### src/rtl/jt89.sv
// SN76489-compatible PSG: three square-wave tones plus one LFSR noise channel, 4-bit attenuation each.
// Latency: a CPU write lands on the clk edge where wr_n is first seen low; channel outputs are registered on clk_en, and sound lags them by one clk_en.
// Backpressure: none. Every write is accepted immediately, and the outputs are free-running.
//
// Ports:
//   clk, rst (async, active-low), clk_en (PSG master tick), wr_n/din (CPU write port),
//   ch0..ch2/noise (9-bit signed per-channel contribution), sound (11-bit signed sum).
module jt89 (
  input  logic              clk,
  input  logic              rst,
  input  logic              clk_en,
  input  logic              wr_n,
  input  logic [7:0]        din,
  output logic signed [8:0] ch0,
  output logic signed [8:0] ch1,
  output logic signed [8:0] ch2,
  output logic signed [8:0] noise,
  output logic signed [10:0] sound
);

  // ---------------------------------------------------------------------------
  // Register file and write decode
  // ---------------------------------------------------------------------------
  logic        last_wr_n;
  logic        wr_stb;
  logic [1:0]  latch_ch;
  logic        latch_vol;
  logic [9:0]  period [0:2];
  logic [3:0]  att    [0:3];
  logic [2:0]  noise_ctrl;

  logic [1:0]  tgt_ch;
  logic        tgt_vol;
  logic        att_we;
  logic        ctrl_we;
  logic        per_lo_we;
  logic        per_hi_we;

  // A write is the first clk edge that sees wr_n low. A long low pulse
  // therefore produces only one write, even if din moves during the pulse.
  assign wr_stb = ~wr_n & last_wr_n;

  always_comb begin
    tgt_ch    = latch_ch;
    tgt_vol   = latch_vol;
    if (din[7]) begin
      tgt_ch  = din[6:5];
      tgt_vol = din[4];
    end
    att_we    = wr_stb & tgt_vol;
    ctrl_we   = wr_stb & ~tgt_vol & (tgt_ch == 2'd3);
    per_lo_we = wr_stb &  din[7] & ~tgt_vol & (tgt_ch != 2'd3);
    per_hi_we = wr_stb & ~din[7] & ~tgt_vol & (tgt_ch != 2'd3);
  end

  always_ff @(posedge clk or negedge rst) begin
    if (!rst) begin
      last_wr_n  <= 1'b1;
      latch_ch   <= 2'd0;
      latch_vol  <= 1'b0;
      noise_ctrl <= 3'd0;
      for (int i = 0; i < 3; i++) period[i] <= 10'd0;
      for (int i = 0; i < 4; i++) att[i]    <= 4'hF;
    end else begin
      last_wr_n <= wr_n;
      if (wr_stb && din[7]) begin
        latch_ch  <= din[6:5];
        latch_vol <= din[4];
      end
      if (att_we)    att[tgt_ch]          <= din[3:0];
      if (ctrl_we)   noise_ctrl           <= din[2:0];
      if (per_lo_we) period[tgt_ch][3:0]  <= din[3:0];
      if (per_hi_we) period[tgt_ch][9:4]  <= din[5:0];
    end
  end

  // ---------------------------------------------------------------------------
  // Prescaler: one tick every 16 clk_en
  // ---------------------------------------------------------------------------
  logic [3:0] prescaler;
  logic       tick;

  assign tick = clk_en & (prescaler == 4'hF);

  always_ff @(posedge clk or negedge rst) begin
    if (!rst) begin
      prescaler <= 4'd0;
    end else if (clk_en) begin
      prescaler <= prescaler + 4'd1;
    end
  end

  // ---------------------------------------------------------------------------
  // Tone generators
  // ---------------------------------------------------------------------------
  logic [9:0] tone_cnt [0:2];
  logic [2:0] tone_ff;
  logic [2:0] tone_bit;

  // The counter reloads when it reaches 1 (or sits at 0 after reset). That makes
  // the half-period exactly 'period' ticks. A period written mid-count is only
  // picked up at the next reload.
  always_ff @(posedge clk or negedge rst) begin
    if (!rst) begin
      for (int i = 0; i < 3; i++) tone_cnt[i] <= 10'd0;
      tone_ff <= 3'b000;
    end else if (tick) begin
      for (int i = 0; i < 3; i++) begin
        if (tone_cnt[i] <= 10'd1) begin
          tone_cnt[i] <= period[i];
          tone_ff[i]  <= ~tone_ff[i];
        end else begin
          tone_cnt[i] <= tone_cnt[i] - 10'd1;
        end
      end
    end
  end

  // Periods 0 and 1 are above the audible range, so those channels sit at +amp.
  always_comb begin
    for (int i = 0; i < 3; i++) begin
      tone_bit[i] = (period[i] <= 10'd1) ? 1'b1 : tone_ff[i];
    end
  end

  // ---------------------------------------------------------------------------
  // Noise generator
  // ---------------------------------------------------------------------------
  logic [6:0]  noise_cnt;
  logic [6:0]  noise_len;
  logic        noise_ff;
  logic        noise_clk;
  logic        noise_clk_q;
  logic        lfsr_fb;
  logic [15:0] lfsr;

  always_comb begin
    case (noise_ctrl[1:0])
      2'd0:    noise_len = 7'd16;
      2'd1:    noise_len = 7'd32;
      default: noise_len = 7'd64;
    endcase
  end

  always_ff @(posedge clk or negedge rst) begin
    if (!rst) begin
      noise_cnt <= 7'd0;
      noise_ff  <= 1'b0;
    end else if (tick) begin
      if (noise_cnt <= 7'd1) begin
        noise_cnt <= noise_len;
        noise_ff  <= ~noise_ff;
      end else begin
        noise_cnt <= noise_cnt - 7'd1;
      end
    end
  end

  // Rate 3 borrows tone 2's raw flip-flop, ignoring the period<=1 override.
  assign noise_clk = (noise_ctrl[1:0] == 2'd3) ? tone_ff[2] : noise_ff;
  assign lfsr_fb   = noise_ctrl[2] ? (lfsr[0] ^ lfsr[3]) : lfsr[0];

  // Any write to the noise control register restarts the sequence. The restart
  // takes priority over a shift landing on the same edge.
  always_ff @(posedge clk or negedge rst) begin
    if (!rst) begin
      noise_clk_q <= 1'b0;
      lfsr        <= 16'h8000;
    end else begin
      noise_clk_q <= noise_clk;
      if (ctrl_we) begin
        lfsr <= 16'h8000;
      end else if (noise_clk && !noise_clk_q) begin
        lfsr <= {lfsr_fb, lfsr[15:1]};
      end
    end
  end

  // ---------------------------------------------------------------------------
  // Attenuation and output stage
  // ---------------------------------------------------------------------------
  // Magnitudes follow 2 dB steps, and attenuation F is silence.
  function automatic logic [7:0] vol_mag(input logic [3:0] a);
    logic [7:0] m;
    case (a)
      4'd0:    m = 8'd255;
      4'd1:    m = 8'd203;
      4'd2:    m = 8'd161;
      4'd3:    m = 8'd128;
      4'd4:    m = 8'd102;
      4'd5:    m = 8'd81;
      4'd6:    m = 8'd64;
      4'd7:    m = 8'd51;
      4'd8:    m = 8'd40;
      4'd9:    m = 8'd32;
      4'd10:   m = 8'd26;
      4'd11:   m = 8'd20;
      4'd12:   m = 8'd16;
      4'd13:   m = 8'd13;
      4'd14:   m = 8'd10;
      default: m = 8'd0;
    endcase
    return m;
  endfunction

  function automatic logic signed [8:0] chan_val(input logic b, input logic [3:0] a);
    logic signed [8:0] mag;
    mag = $signed({1'b0, vol_mag(a)});
    return b ? mag : -mag;
  endfunction

  // sound is summed from the registered channel values, so it trails them by one
  // clk_en. Four 9-bit terms fit 11 bits without saturating (max |1020|).
  always_ff @(posedge clk or negedge rst) begin
    if (!rst) begin
      ch0   <= 9'sd0;
      ch1   <= 9'sd0;
      ch2   <= 9'sd0;
      noise <= 9'sd0;
      sound <= 11'sd0;
    end else if (clk_en) begin
      ch0   <= chan_val(tone_bit[0], att[0]);
      ch1   <= chan_val(tone_bit[1], att[1]);
      ch2   <= chan_val(tone_bit[2], att[2]);
      noise <= chan_val(lfsr[0], att[3]);
      sound <= {{2{ch0[8]}}, ch0} + {{2{ch1[8]}}, ch1} +
               {{2{ch2[8]}}, ch2} + {{2{noise[8]}}, noise};
    end
  end

endmodule

### config.mk
export PLATFORM = sky130hd
export DESIGN_NAME = jt89
export DESIGN_NICKNAME = d
export VERILOG_FILES = /design/src/rtl/jt89.sv
export SDC_FILE = /design/constraint.sdc
export NUM_CORES = 1
export LEC_CHECK = 0
export CORE_UTILIZATION = 47
export CTS_BUF_LIST = sky130_fd_sc_hd__clkbuf_2
export DETAILED_ROUTE_END_ITERATION = 7
export PLACE_DENSITY = 0.66
export SETUP_SLACK_MARGIN = 0.1
export SYNTH_ARGS = -nofsm -noshare
export SYNTH_HDL_FRONTEND = slang
export SYNTH_SLANG_ARGS = --single-unit
### constraint.sdc
create_clock -name clk -period 3.6 [get_ports clk]
set_input_delay 0.36 -clock clk [delete_from_list [all_inputs] [get_ports clk]]
set_output_delay 0.36 -clock clk [all_outputs]
set_load 0.02 [all_outputs]
# After elaboration in Yosys (flattened, before gate mapping)
# Memories as Yosys holds them, arrays and structs flattened.
# Cells that the tools add are included.
dict set report totals {
  output_inout_bits 47
  reg_bits 162
  romBits 512
  n_memories 4
}
# memory words word_bits read_ports rd_ports_with_merged_regs write_ports line_no
set mem_list {}
lappend mem_list {{(name not given)} 16 8 1 0 0 185} ;# case (a)
lappend mem_list {{(name not given)} 16 8 1 0 0 185}
lappend mem_list {{(name not given)} 16 8 1 0 0 185}
lappend mem_list {{(name not given)} 16 8 1 0 0 185}
dict set report op_classes {
  n_lt_le_gt_ge 9
  bitwise 20
  mux 33
  eq_ne 5
  n_reduce_logical 10
  n_addsub 12
}
# op n
set ops {}
lappend ops {{30-bit bitwise mux} 2}
lappend ops {{10-bit by 1-bit <= comparator with 1-bit output, second input constant} 6}
lappend ops {{30-bit 2-to-1 mux} 2}
lappend ops {{10-bit demux with 2-bit select} 2}
lappend ops {{10-bit 2-to-1 mux} 4}
lappend ops {{9-bit 2-to-1 mux} 4}
lappend ops {{8-bit negator with 9-bit output} 4}
lappend ops {{16-bit 2-to-1 mux} 2}
lappend ops {{8-bit 2-to-1 mux} 4}
lappend ops {{10-bit by 1-bit subtractor with 10-bit output, second input constant} 3}
lappend ops {{16-bit bitwise mux} 1}
lappend ops {{7-bit case mux with 2 select lines} 1}
lappend ops {{10-bit by 9-bit adder with 11-bit output} 1}
lappend ops {{11-bit adder} 1}
lappend ops {{1-bit AND} 11}
lappend ops {{9-bit by 9-bit adder with 10-bit output} 1}
lappend ops {{4-bit demux with 2-bit select} 1}
lappend ops {{4-bit 2-to-1 mux} 2}
lappend ops {{2-bit AND reduction} 4}
lappend ops {{7-bit by 1-bit <= comparator with 1-bit output, second input constant} 1}
lappend ops {{7-bit 2-to-1 mux} 1}
lappend ops {{1-bit inverter} 7}
lappend ops {{7-bit by 1-bit subtractor with 7-bit output, second input constant} 1}
lappend ops {{1-bit 2-to-1 mux} 6}
lappend ops {{other kinds (14)} 17}

# Depth between registers and ports, before layout
# Gate-level depths: netlist (run 1).
dict set report depth {
  depth_word 10
  mapped_depth 13
}

# Worst setup path before layout (run 1)
# Ideal clock, no wire load.
dict set report synth_timing {
  path_kind {register -> register}
  from {register ch0[2]}
  to {register sound[10]}
  arrival_time_ns 3.132
  stages_incl_launch_ff 12
  setup_slack_ns 0.332
  setup_time_ns 0.136
  synth_period_minus_slack_ns 3.268
  n_path_buf 0
  cell_sequence {dfrtp_1 -> inv_1 -> fa_1 -> fa_1 -> inv_1 -> ha_1 -> a21o_1 -> a21oi_1 -> o21ai_0 -> a21oi_1 -> nor3_1 -> or3b_2}
}
dict set report synth_between {
  elab_chain_cells 3
}
# element line_no
set synth_lines {}
lappend synth_lines {{from (decl)} 14} ;# output logic signed [8:0] ch0,
lappend synth_lines {{from (signal assigned)} 222} ;# ch0 <= chan_val(tone_bit[0], att[0]);
lappend synth_lines {{9-bit by 9-bit adder with 10-bit output} 226} ;# sound <= {{2{ch0[8]}}, ch0} + {{2{ch1[8]}}, ch1} +
lappend synth_lines {{10-bit by 9-bit adder with 11-bit output} 226}
lappend synth_lines {{11-bit adder} 227} ;# {{2{ch2[8]}}, ch2} + {{2{noise[8]}}, noise};
lappend synth_lines {{to (signal assigned)} 226}
lappend synth_lines {{to (decl)} 18} ;# output logic signed [10:0] sound
# Every way passes these cells.
# A chain may end at the register's enable or synchronous reset.

# Worst setup path after layout (run 1)
# Same ends and word-level chain as after synthesis.

==> impl_metrics.py, run 1 <==
metrics = {
    "outcome": {
        "status": "completed",
    },
    "sta": {
        "slew_viol_final": 0,
        "worstMarginPinSlew_ps": 1020,
        "min_period_over_period": 0.918,
        "finClkSkew_ps": 29.8,
        "fmax_mhz": 302,
        "fin_crit_ps": 3310,
        "layout_setup_ws_ps": 294,
        "tns_ps": 0,
        "final_hold_viol_count": 0,
        "report.final.setup_viol": 0,
        "slew_headroom": 0.320,
        "rsz0062_at_grt": "no",
    },
    "logic_synthesis": {
        "synthMuxAreaShare": 0.111,
        "synth-edff-count": 0,
        "synth_area_um2": 9580,
        "avgSynthCellArea_um2": 9.62,
        "synth_cells": 996,
        "synth-compound-area-share": 0.145,
        "yosys_most_used_dff": "dfrtp_1",
        "yosys.area_share.simple": 0.130,
        "synthDistinctLibCells": 64,
        "synth_top_family_by_area": "compound AO/OA/AOI/OAI gates",
        "yosysSeqAreaShare": 0.426,
        "synth_xor_area_frac": 0.0421,
        "yosys_warnings": 0,
        "ys_seq_elements": 162,
        "synthAdderAreaFrac": 0.0907,
        "syn_nets": 1066,
        "async_flop_share": 1.00,
    },
    "place": {
        "gp_congestion": 0.903,
        "io_buffers": 58,
        "dpl_cell_area_um2": 10300,
        "dp_cells": 1280,
        "pre_cts_ws_ps": 265,
        "dp_hpwl_mm": 15.1,
    },
    "cells_and_area": {
        "drive_above_1_share": 0.126,
        "layout.nets": 1107,
        "final_cell_mix": "dfrtp_1 (144), nor2_1 (96), inv_1 (88), nand2_1 (75), o21ai_0 (73)",
        "final_area_um2": 10700,
        "area_growth_pct": 11.7,
        "final_common_cell": "dfrtp_1",
        "stdcell_count": 1316,
    },
    "min_path": {
        "hold_class": "primary input to register",
        "min_from": "wr_n",
    },
    "floorplanning": {
        "die_h_um": 145,
        "boundaryPins": 59,
        "core_um2": 19700,
        "rows": 51,
        "die_w_um": 145,
        "initial_core_util": 0.486,
        "dieArea_um2": 21000,
    },
    "route": {
        "dr.pass1.iters": 5,
        "ant_nets": 0,
        "wl_per_cell_um": 15.8,
        "avgViaCountPerCell": 5.39,
        "drtIter0Drc": 430,
        "drc": 0,
        "via_count": 7096,
        "drt-total-wl_mm": 20.8,
    },
    "setup_path": {
        "path_buf_inv": 2,
        "worstPathRequired_ps": 4250,
        "worstPathCellList": "inv_1 -> fa_1 -> fa_1 -> inv_1 -> ha_1 -> a21o_1 -> a21oi_1 -> o21ai_0 -> a21oi_2 -> nor3_1 -> or3b_2",
        "critPathArrivalTime_ps": 3960,
        "crit_path_top_delay_cell": "fa_1",
        "critical_path.max_stage_delay_ps": 580,
        "endpoint_kind": "register",
        "crit_type": "register to register",
        "r2r_start": "ch0[2]$_DFFE_PN0P_",
        "worstSetupStartpoint": "ch0[2]$_DFFE_PN0P_",
        "cp_top_family": "adder cells",
        "critPathLaunchType": "register",
        "crit_fanout": 3,
    },
    "global_routing": {
        "grt_util_met1": 0.290,
        "grt_pass1_wl_mm": 34.1,
        "antenna_found_initial": 1,
        "grt_pass1_vias": 6554,
        "busiest_layer": "met2",
        "use_met2": 0.336,
        "grt_max_degree": 68,
        "grt_use_met3": 0.0332,
        "grt_overflow": 0,
        "grt_use_total": 0.212,
    },
    "flow_run": {
        "drv_cap": 0,
    },
    "clock_tree": {
        "ctsRootBufferMaster": "clkbuf_2",
        "cts.reportedPaths.clkPinSlew_ps": 230,
        "cts.sinks": 162,
        "insertion_delay_ps": 750,
        "cts.htree.levels": 4,
        "cts_buffer_depth": 2,
        "cts_tree": "built",
        "numCtsBuffers": 17,
    },
}
[final cells by class]
| type | instances | area (µm²) |
|---|---|---|
| Inverter | 88 | 330 |
| Multi-Input combinational cell | 701 | 4990 |
| Clock inverter | 13 | 209 |
| Sequential cell | 162 | 4080 |
| Timing Repair Buffer | 67 | 662 |
| Tap cell | 265 | 332 |
| Antenna cell | 1 | 2.50 |
| Fill cell | 1789 | 9020 |
| Clock buffer | 19 | 95.1 |
[metrics by stage]
| stage | util | hold WS, ps |
|---|---|---|
| 2_1_floorplan | - | 64.4 |
| 3_3_place_gp | 0.525 | 374 |
| 3_5_place_dp | 0.525 | 377 |
| 4_1_cts | 0.541 | 22.6 |
| 5_1_grt | 0.543 | 19.5 |
| 6_report | 0.543 | 66.1 |
[layer usage]
metal | routed length (µm) | share of wire
met2 | 9530 | 0.46
met5 | 0 | 0
met4 | 534 | 0.026
met1 | 10000 | 0.48
met3 | 767 | 0.037
[Yosys cell counts (all sizes together), types with 5 or more instances]
library cell | number | share of area
xnor2 | 28 | 0.026
o31ai | 5 | 0.0039
mux2i | 41 | 0.043
ha | 39 | 0.051
nor2b | 12 | 0.0078
nand4 | 5 | 0.0033
nor3b | 5 | 0.0039
nand2b | 10 | 0.0065
a21o | 6 | 0.0047
xor2 | 18 | 0.016
clkbuf | 20 | 0.0078
nor4 | 6 | 0.0039
o22ai | 5 | 0.0033
o21a | 5 | 0.0039
nor3 | 30 | 0.016
nand3 | 10 | 0.0052
o21ai | 73 | 0.038
a31oi | 10 | 0.0065
mux2 | 58 | 0.068
fa | 19 | 0.040
o211ai | 7 | 0.0055
dfstp | 18 | 0.049
a22oi | 7 | 0.0055
buf | 25 | 0.013
dfrtp | 144 | 0.38
nor2 | 97 | 0.038
and3 | 7 | 0.0046
or3 | 6 | 0.0039
inv | 88 | 0.034
nand2 | 75 | 0.029
a21oi | 68 | 0.036
[cell families (layout without fill, tap and decap cells)]
kind of cell / Yosys count / count (layout)
AO/OA/AOI/OAI: 225 / 225
multiplexers: 99 / 99
AND/OR/NAND/NOR: 273 / 273
flip-flops: 162 / 162
adder cells (fa/ha/maj): 58 / 58
other: 0 / 1
buffers and inverters: 133 / 187
XOR/XNOR: 46 / 46
[final timing paths]
path | end | depth (start not counted) | slack, ps
max in group asynchronous | att[5]$_DFFE_PN1P_ | 3 | 2530
max reg2reg | sound[10]$_DFFE_PN0P_ | 11 | 290
min | last_wr_n$_DFF_PN1_ | 1 | 70
min reg2reg | noise_ff$_DFFE_PN0P_ | 1 | 490
max | sound[10]$_DFFE_PN0P_ | 11 | 290
min in group asynchronous | noise[4]$_DFFE_PN0P_ | 2 | 120
[registers in the layout, indices dropped and copies added (netlist names), 9 cells and up]
signal / cells
ch2: 9
tone_cnt: 30
sound: 11
att: 16
ch0: 9
lfsr: 16
ch1: 9
noise: 9
period: 30
[repair_timing]
action,4_1_cts,5_1_grt
resized for setup,0,3
setup buffers,0,1
setup endpoints to repair,0,2
endpoints found under the hold margin,75,0
hold buffers,2,0
Power of run 1 is not shown: default switching activity piles up to over one toggle a cycle in this logic, so the estimate is an artifact.
==> run 2: changes to the inputs <==
- SKIP_CTS_REPAIR_TIMING: unset -> 1
==> impl_metrics.py, run 2 (synthesis results as in run 1) <==
metrics = {
    "outcome": {
        "status": "completed",
    },
    "setup_path": {
        "rrSetupSlack_ps": 310,
        "r2r_cells": 11,
        "worstPathRequired_ps": 4260,
        "critPathArrivalTime_ps": 3950,
        "path_buf_inv": 2,
        "crit_type": "register to register",
        "crit_path_top_delay_cell": "fa_1",
        "endpoint_kind": "register",
        "critical_path.max_stage_delay_ps": 580,
        "crit_fanout": 3,
        "timing.rr.end": "sound[10]$_DFFE_PN0P_",
        "worstPathCellList": "inv_1 -> fa_1 -> fa_1 -> inv_1 -> ha_1 -> a21o_1 -> a21oi_1 -> o21ai_0 -> a21oi_2 -> nor3_1 -> or3b_2",
        "r2r_start": "ch0[2]$_DFFE_PN0P_",
        "critPathLaunchType": "register",
        "cp_top_family": "adder cells",
    },
    "global_routing": {
        "grt_use_total": 0.212,
        "grt_pass1_vias": 6553,
        "grt_pass1_wl_mm": 34.1,
        "grt_max_degree": 68,
        "grt_overflow": 0,
        "antenna_found_initial": 1,
    },
    "place": {
        "io_buffers": 58,
        "gp_congestion": 0.903,
        "dp_hpwl_mm": 15.1,
    },
    "cells_and_area": {
        "final_cell_mix": "dfrtp_1 (144), nor2_1 (96), inv_1 (88), nand2_1 (75), o21ai_0 (73)",
        "utilization": 0.543,
        "area_growth_pct": 11.7,
        "drive_above_1_share": 0.126,
        "regArea_um2": 4080,
        "largestRegisters": "period x30, tone_cnt x30",
        "final_common_cell": "dfrtp_1",
        "layout.nets": 1107,
        "multiInputGateArea_um2": 4990,
        "fillCellCount": 1789,
    },
    "floorplanning": {
        "rows": 51,
        "boundaryPins": 59,
        "die_h_um": 145,
        "initial_core_util": 0.486,
        "die_w_um": 145,
        "dieArea_um2": 21000,
        "core_um2": 19700,
    },
    "clock_tree": {
        "ctsRootBufferMaster": "clkbuf_2",
        "cts.reportedPaths.clkPinSlew_ps": 230,
        "cts_tree": "built",
        "cts_buffer_depth": 2,
        "cts.sinks": 162,
        "insertion_delay_ps": 760,
        "cts.htree.levels": 4,
        "numCtsBuffers": 17,
    },
    "route": {
        "wl_per_cell_um": 15.9,
        "ant_nets": 0,
        "drc": 0,
        "via_count": 7087,
        "drt-total-wl_mm": 20.9,
        "dr.pass1.iters": 5,
        "drtIter0Drc": 496,
        "avgViaCountPerCell": 5.39,
    },
    "min_path": {
        "timing.hold.worst_endpoint": "last_wr_n$_DFF_PN1_",
        "min_from": "wr_n",
        "hold_class": "primary input to register",
        "min_path_cells": 1,
    },
    "sta": {
        "final_hold_viol_count": 0,
        "hold_slack_ps": 59.8,
        "rsz0062_at_grt": "no",
        "slew_headroom": 0.301,
        "min_period_over_period": 0.914,
        "slew_viol_final": 0,
        "report.final.setup_viol": 0,
        "finClkSkew_ps": 30.7,
        "tns_ps": 0,
        "fmax_mhz": 304,
        "worstMarginPinSlew_ps": 1040,
        "fin_crit_ps": 3290,
    },
    "flow_run": {
        "drv_cap": 0,
    },
}
## run 2: area by class of cell
cell class              count  share of cell area
flip-flops and latches    162               0.381
repair buffers             67              0.0619
well taps                 265              0.0310
diodes                      1            0.000234
clock inverters            13              0.0195
inverters                  88              0.0309
multi-input cells         701               0.467
clock buffers              19             0.00889
## run 2: routing by layer
metal | GRT usage | vias up | wire length, µm
li1 | - | 3524 | -
met1 | 0.290 | 3396 | 10000
met2 | 0.336 | 134 | 9520
met3 | 0.0332 | 33 | 768
met4 | 0.0870 | 0 | 556
met5 | 0 | - | 0
## run 2: per-stage QoR
step           area, µm²  setup slack (ps)  std cells
4_1_cts            10700               234       1312
6_report           10700               310       1316
2_1_floorplan       9580               332        996
3_5_place_dp       10300               265       1280
3_3_place_gp       10300               362       1280
5_1_grt            10700              88.5       1316
## run 2: worst max path at each step
stage,start,to,slack (ps),cells past startpoint
4_1_cts,ch0[2]$_DFFE_PN0P_,sound[10]$_DFFE_PN0P_,230,11
2_1_floorplan,ch0[2]$_DFFE_PN0P_,sound[10]$_DFFE_PN0P_,330,11
3_3_place_gp,ch0[2]$_DFFE_PN0P_,sound[10]$_DFFE_PN0P_,360,11
5_1_grt,ch0[2]$_DFFE_PN0P_,sound[10]$_DFFE_PN0P_,90,11
6_report,ch0[2]$_DFFE_PN0P_,sound[10]$_DFFE_PN0P_,310,11
3_5_place_dp,ch0[2]$_DFFE_PN0P_,sound[10]$_DFFE_PN0P_,270,11
Power of run 2 is left out for the same reason.
